**config.mk**
```make
export PLATFORM = sky130hd
export DESIGN_NAME = relay_nibble_rx
export DESIGN_NICKNAME = d
export VERILOG_FILES = /design/src/rtl/relay_nibble_rx.sv
export SDC_FILE = /design/constraint.sdc
export NUM_CORES = 1
export LEC_CHECK = 0
export ABC_AREA = 1
export ABC_CLOCK_PERIOD_IN_PS = 1520
export CAP_MARGIN = 25
export CORE_AREA = 2 2 56 58
export CTS_CLUSTER_SIZE = 8
export DETAILED_ROUTE_END_ITERATION = 7
export DIE_AREA = 0 0 58 60
export MAX_ROUTING_LAYER = met4
export RECOVER_POWER = 50
export SYNTH_ARGS = -nofsm -noshare
export SYNTH_HDL_FRONTEND = slang
export SYNTH_SLANG_ARGS = --single-unit
export TNS_END_PERCENT = 10
```
**constraint.sdc**
```tcl
create_clock -name clk -period 1.52 [get_ports clk]
set_input_delay 0.228 -clock clk [delete_from_list [all_inputs] [get_ports clk]]
set_output_delay 0.228 -clock clk [all_outputs]
set_load 0.02 [all_outputs]
```
**src/rtl/relay_nibble_rx.sv**
```systemverilog
// ---------------------------------------------------------------------------
// relay_nibble_rx
//
// Purpose
//   Deserialises the inter-Proxmark relay line into 4-bit nibbles. The remote
//   unit shifts one bit every BIT_CLKS clocks. A frame is: the line idling
//   high, one start bit (low), four data bits (MSB first) and one stop bit
//   (high). A correctly framed nibble is presented on data_out with a
//   one-cycle data_available strobe. data_out/data_available feed the relay
//   mode-switching stage's data_in/data_in_available.
//
// Ports
//   clk             in   system clock, all state on its rising edge
//   rst_n           in   asynchronous active-low reset
//   enable          in   high only in the FAKE_READER / FAKE_TAG relay modes
//   relay_rx        in   raw asynchronous relay line from the remote unit
//   data_out        out  [3:0] last correctly framed nibble (MSB = first bit)
//   data_available  out  one-cycle pulse, data_out updated this cycle
//   frame_err       out  one-cycle pulse, stop bit was sampled low
//   busy            out  high while a frame is in progress (state != IDLE)
//
// Parameters
//   BIT_CLKS  clocks per relay bit (even, >= 4)
//   CNT_W     bit-timing counter width, must hold BIT_CLKS-1
//
// Build option
//   RELAY_RX_GLITCH_FILTER_EN : when defined, the synchronised line passes
//   through a registered majority-of-3 filter. This adds one clock of
//   pin-to-rx_s latency and rejects single-cycle pulses on relay_rx. Frame
//   timing relative to rx_s is the same in both builds.
// ---------------------------------------------------------------------------
module relay_nibble_rx #(
    parameter int BIT_CLKS = 16,
    parameter int CNT_W    = 5
) (
    input  logic       clk,
    input  logic       rst_n,
    input  logic       enable,
    input  logic       relay_rx,
    output logic [3:0] data_out,
    output logic       data_available,
    output logic       frame_err,
    output logic       busy
);

    typedef enum logic [2:0] {
        IDLE,
        START,
        DATA,
        STOP,
        WAIT_IDLE
    } state_t;

    // Sample points: middle of the start bit, then one full bit period later
    // for every following bit, which lands each sample mid-bit.
    localparam logic [CNT_W-1:0] HALF_LAST = CNT_W'(BIT_CLKS / 2 - 1);
    localparam logic [CNT_W-1:0] BIT_LAST  = CNT_W'(BIT_CLKS - 1);

    // -----------------------------------------------------------------------
    // Input path: two-flop synchroniser (reset to the idle-high level so a
    // reset never looks like a start bit).
    // -----------------------------------------------------------------------
    logic sync1_q;
    logic sync2_q;
    logic rx_s;

    always_ff @(posedge clk or negedge rst_n) begin
        if (!rst_n) begin
            sync1_q <= 1'b1;
            sync2_q <= 1'b1;
        end else begin
            sync1_q <= relay_rx;
            sync2_q <= sync1_q;
        end
    end

`ifdef RELAY_RX_GLITCH_FILTER_EN
    // Majority vote over three consecutive synchronised samples. A one-cycle
    // pulse only ever occupies one of the three taps, so it never wins.
    // The vote is registered, giving one extra clock of latency.
    logic hist_q;
    logic filt_q;
    logic filt_d;

    always_comb begin
        filt_d = (sync1_q & sync2_q) | (sync1_q & hist_q) | (sync2_q & hist_q);
    end

    always_ff @(posedge clk or negedge rst_n) begin
        if (!rst_n) begin
            hist_q <= 1'b1;
            filt_q <= 1'b1;
        end else begin
            hist_q <= sync2_q;
            filt_q <= filt_d;
        end
    end

    assign rx_s = filt_q;
`else
    assign rx_s = sync2_q;
`endif

    // -----------------------------------------------------------------------
    // Frame FSM state
    // -----------------------------------------------------------------------
    state_t           state_q;
    state_t           state_d;
    logic [CNT_W-1:0] cnt_q;
    logic [CNT_W-1:0] cnt_d;
    logic [1:0]       bitidx_q;
    logic [1:0]       bitidx_d;
    logic [3:0]       shreg_q;
    logic [3:0]       shreg_d;
    logic [3:0]       data_out_q;
    logic [3:0]       data_out_d;
    logic             dav_q;
    logic             dav_d;
    logic             ferr_q;
    logic             ferr_d;

    always_ff @(posedge clk or negedge rst_n) begin
        if (!rst_n) begin
            state_q    <= IDLE;
            cnt_q      <= '0;
            bitidx_q   <= 2'd0;
            shreg_q    <= 4'h0;
            data_out_q <= 4'h0;
            dav_q      <= 1'b0;
            ferr_q     <= 1'b0;
        end else begin
            state_q    <= state_d;
            cnt_q      <= cnt_d;
            bitidx_q   <= bitidx_d;
            shreg_q    <= shreg_d;
            data_out_q <= data_out_d;
            dav_q      <= dav_d;
            ferr_q     <= ferr_d;
        end
    end

    // -----------------------------------------------------------------------
    // Next-state / output logic
    // -----------------------------------------------------------------------
    always_comb begin
        state_d    = state_q;
        cnt_d      = cnt_q;
        bitidx_d   = bitidx_q;
        shreg_d    = shreg_q;
        data_out_d = data_out_q;
        dav_d      = 1'b0;
        ferr_d     = 1'b0;

        if (!enable) begin
            // Leaving the relay modes abandons any partial nibble silently;
            // the last good nibble stays on data_out.
            state_d = IDLE;
            cnt_d   = '0;
        end else begin
            case (state_q)
                IDLE: begin
                    cnt_d = '0;
                    if (!rx_s) begin
                        state_d = START;
                    end
                end

                START: begin
                    if (cnt_q == HALF_LAST) begin
                        cnt_d = '0;
                        if (rx_s) begin
                            // Line back high at mid start bit: a glitch,
                            // not a frame. Dropped without an error pulse.
                            state_d = IDLE;
                        end else begin
                            state_d  = DATA;
                            bitidx_d = 2'd0;
                        end
                    end else begin
                        cnt_d = cnt_q + CNT_W'(1);
                    end
                end

                DATA: begin
                    if (cnt_q == BIT_LAST) begin
                        cnt_d    = '0;
                        // MSB arrives first, so shifting in at the LSB leaves
                        // the first bit in shreg[3] after four samples.
                        shreg_d  = {shreg_q[2:0], rx_s};
                        bitidx_d = bitidx_q + 2'd1;
                        if (bitidx_q == 2'd3) begin
                            state_d = STOP;
                        end
                    end else begin
                        cnt_d = cnt_q + CNT_W'(1);
                    end
                end

                STOP: begin
                    if (cnt_q == BIT_LAST) begin
                        cnt_d = '0;
                        if (rx_s) begin
                            data_out_d = shreg_q;
                            dav_d      = 1'b1;
                            state_d    = IDLE;
                        end else begin
                            ferr_d  = 1'b1;
                            state_d = WAIT_IDLE;
                        end
                    end else begin
                        cnt_d = cnt_q + CNT_W'(1);
                    end
                end

                WAIT_IDLE: begin
                    // After a bad stop bit the line may be stuck low; wait
                    // for it to go high so a low level is not taken as a
                    // fresh start bit.
                    cnt_d = '0;
                    if (rx_s) begin
                        state_d = IDLE;
                    end
                end

                default: begin
                    state_d = IDLE;
                    cnt_d   = '0;
                end
            endcase
        end
    end

    assign data_out       = data_out_q;
    assign data_available = dav_q;
    assign frame_err      = ferr_q;
    assign busy           = (state_q != IDLE);

endmodule

```
==> metrics.md <==
| Metric | Value |
|---|---|
| Starting Density | 0.374 |
| DRT Wirelength | 1930 microns |
| Main area contributors after synthesis | dfrtp_1, nand2_1, nand3_1, inv_1, dfstp_2 |
| Tightest Pin Transition | 530 ps |
| Area Overhead vs Synth | 22.6% |
| Type of origin of the critical path | register |
| Avg Cell Area, Syn | 8.98 sq um |
| Peak supply drop | 0.000542 V |
| Final WS setup | 56.6 ps |
| Setup-failing EPs final | 0 |
| Initial antenna violation count | 0 |
| Worst min path class | reg -> reg |
| Multi-input logic area | 454 sq um |
| Initial DRC Count | 9 |
| Fin crit share | 0.963 |
| Leakage power | 0.709 nW |
| Share of cells above drive strength 1 | 0.239 |
| Synthesis warning total | 0 |
| Share of the synthesized area in the top cell type | 0.461 |
| Core Util, Final | 0.459 |
| # H-tree levels | 1 |
| Yosys cell types | 24 |
| R2R Path Start | cnt_q[0]$_DFF_PN0_ |
| Total track usage | 0.130 |
| WHS | 363 ps |
| Hold wc startpoint | sync1_q$_DFF_PN1_ |
| Worst path max stage delay | 590 ps |
| Final Net Count | 150 |
| Critical Path End Type | output pin |
| Cell area power density | 974 nW/um^2 |
| Asr flop ratio synth | 1.00 |
| Core area | 2900 sq um |
| Status | finished, final reports clean |
| I/O pin cnt | 11 |
| Sink Count | 22 |
| RSZ-0062 raised after global routing | true |
| Finished Layout Cells | 175 |
| First-pass GRT wire length | 3370 microns |
| Area after DPL | 1260 sq um |
| CP Max Fanout | 1 |
| Post-synth EDFFs | 0 |
| Pre-antenna DRT Iters | 4 |
| Deepest clock path buffer count | 2 |
| Max-cap violations | 0 |
| Remaining Overflow, GRT | 0 |
| Routed Antenna Nets | 0 |
| Worst slack, placed | -9.39 ps |
| R2R setup slack | 80 ps |
| Post-CTS Hold Buffers | 0 |
| RR Endpoint | cnt_q[4]$_DFF_PN0_ |
| Register area | 553 sq um |
| Row count | 20 |
| Net Count, Synth | 128 |
| Vias per inst | 4.74 |
| Fin area | 1330 sq um |
| Worst Hold End | rx_s$_DFF_PN1_ |
| Max Clk Rate | 683 MHz |
| Drt drc | 0 |
| Synth Register Bits | 22 |
| CTS tree | yes |
| Setup Skew | 5.46 ps |
| Vias in the first global route | 764 |
| Fin. Hold Viols | 0 |
| DIE WIDTH | 58 microns |
| Arr. time, crit path | 1240 ps |
| Clk slew on worst S/H paths | 120 ps |
| Crit-path slowest cell | clkdlybuf4s50_1 |
| WP buf/inv | 1 |
| Number of fill cells | 287 |
| Number of port buffers | 10 |
| Crit Path Class | reg -> out |
| Top cells by count, synth | nand2_1, dfrtp_1, inv_1 |
| CP required | 1290 ps |
| Via count | 830 |
| Inserted Diodes | 0 |
| Synth area leader | dfrtp_1 |
| Post-Syn Area | 1090 sq um |
| Clk root buf | clkbuf_4 |
| Largest net degree at the start of global routing | 23 |
| Critical path's top delay family | buffers and inverters |
| GP Congestion | 0.899 |
| WHS Path Cells | 0 |
| Cell count after synthesis | 121 |
| WL/cell | 11.0 microns |
| Slew Limit Headroom | 0.647 |
| DP HPWL | 1500 microns |
| Most frequent cell after synthesis | nand2_1 |
| Die area | 3480 sq um |
| Cts bufs inserted | 3 |
| Die Ht | 60 microns |
| Min Tclk post-route | 1460 ps |
| Slew Viols, Final | 0 |
| Reg2Reg Depth | 7 |
| Inst Count DP | 169 |
| Crit-path cells | clkdlybuf4s50_1 |
| Ys flop type | dfrtp_1 |
| Clk_lat worst skew | 300 ps |
| Post-synthesis sequential area ratio | 0.509 |
-- logic make-up (layout without fill, tap and decap cells) --
kind of cell / after synthesis / in the layout / synth area share
AOI/OAI and AO/OA: 9 / 9 / 0.0587
xor gates and xnor gates: 1 / 1 / 0.00807
adders and majority gates: 3 / 3 / 0.0346
buffers and inverters: 20 / 41 / 0.0852
DFF: 22 / 22 / 0.509
and+or+nand+nor: 66 / 66 / 0.304
-- cells in the final DEF (no fill, tap or decap), drive strengths merged --
cell type	netlist	layout
nand2	32	32
dfrtp	20	20
inv	16	16
nand3	13	13
nor2	11	11
buf	3	9
o21ai	8	8
clkbuf	0	5
dlymetal6s2s	0	4
nor3	4	4
clkdlybuf4s50	0	3
nand4	3	3
ha	3	3
dlygate4sd3	0	2
dfstp	2	2
nor3b	1	1
xor2	1	1
or2	1	1
a21oi	1	1
nor4	1	1
clkinv	1	1
dlygate4sd2	0	1
-- metrics by stage --
stage          TNS, ps  total power [mW]
3_3_place_gp         0             0.988
4_1_cts              0              1.30
5_1_grt          -66.4              1.39
6_report             0              1.30
2_1_floorplan        0             0.866
3_5_place_dp     -32.3             0.992
-- registers in the layout, summed over array words and instances (netlist names) --
signal	count
shreg_q	4
sync1_q	1
state_q	3
bitidx_q	2
data_out	4
data_available	1
cnt_q	5
frame_err	1
rx_s	1
-- layer usage --
layer | wire length, microns | GRT usage | vias to the layer above
met5 | 0 | - | -
met4 | 16 | 0.0532 | 0
met3 | 36 | 0.0130 | 2
met2 | 962 | 0.201 | 6
met1 | 913 | 0.177 | 397
li1 | - | - | 425
-- timing repair --
action	4_1_cts	5_1_grt
setup buffers	0	2
endpoints found under the setup margin	1	14
resized for setup	2	9
pin swaps	0	2
endpoints found under the hold margin	0	0
-- how the worst max path moves through the flow --
stage	slack [ps]	endpoint	cells past startpoint	from
finish	60	data_available	1	data_available$_DFF_PN0_
detailed placement	-9	shreg_q[3]$_DFFE_PN0P_	6	enable
global placement	20	shreg_q[1]$_DFFE_PN0P_	6	enable
CTS	2	data_out[0]	1	data_out[0]$_DFFE_PN0P_
floorplan	170	cnt_q[4]$_DFF_PN0_	7	cnt_q[0]$_DFF_PN0_
global route	-30	cnt_q[4]$_DFF_PN0_	7	cnt_q[0]$_DFF_PN0_
-- area by class of cell --
cell class / count / share of cell area
Tap cell: 33 / 0.0310
Multi-Input combinational cell: 79 / 0.341
Sequential cell: 22 / 0.415
Clock buffer: 4 / 0.0273
Inverter: 17 / 0.0489
Timing Repair Buffer: 20 / 0.136
-- power breakdown --
part	total (mW)	switching [mW]	internal (mW)
combinational	0.352	0.219	0.133
sequential	0.635	0.0226	0.612
clock	0.310	0.164	0.146
Note: power is estimated with default switching activity, not from simulation.
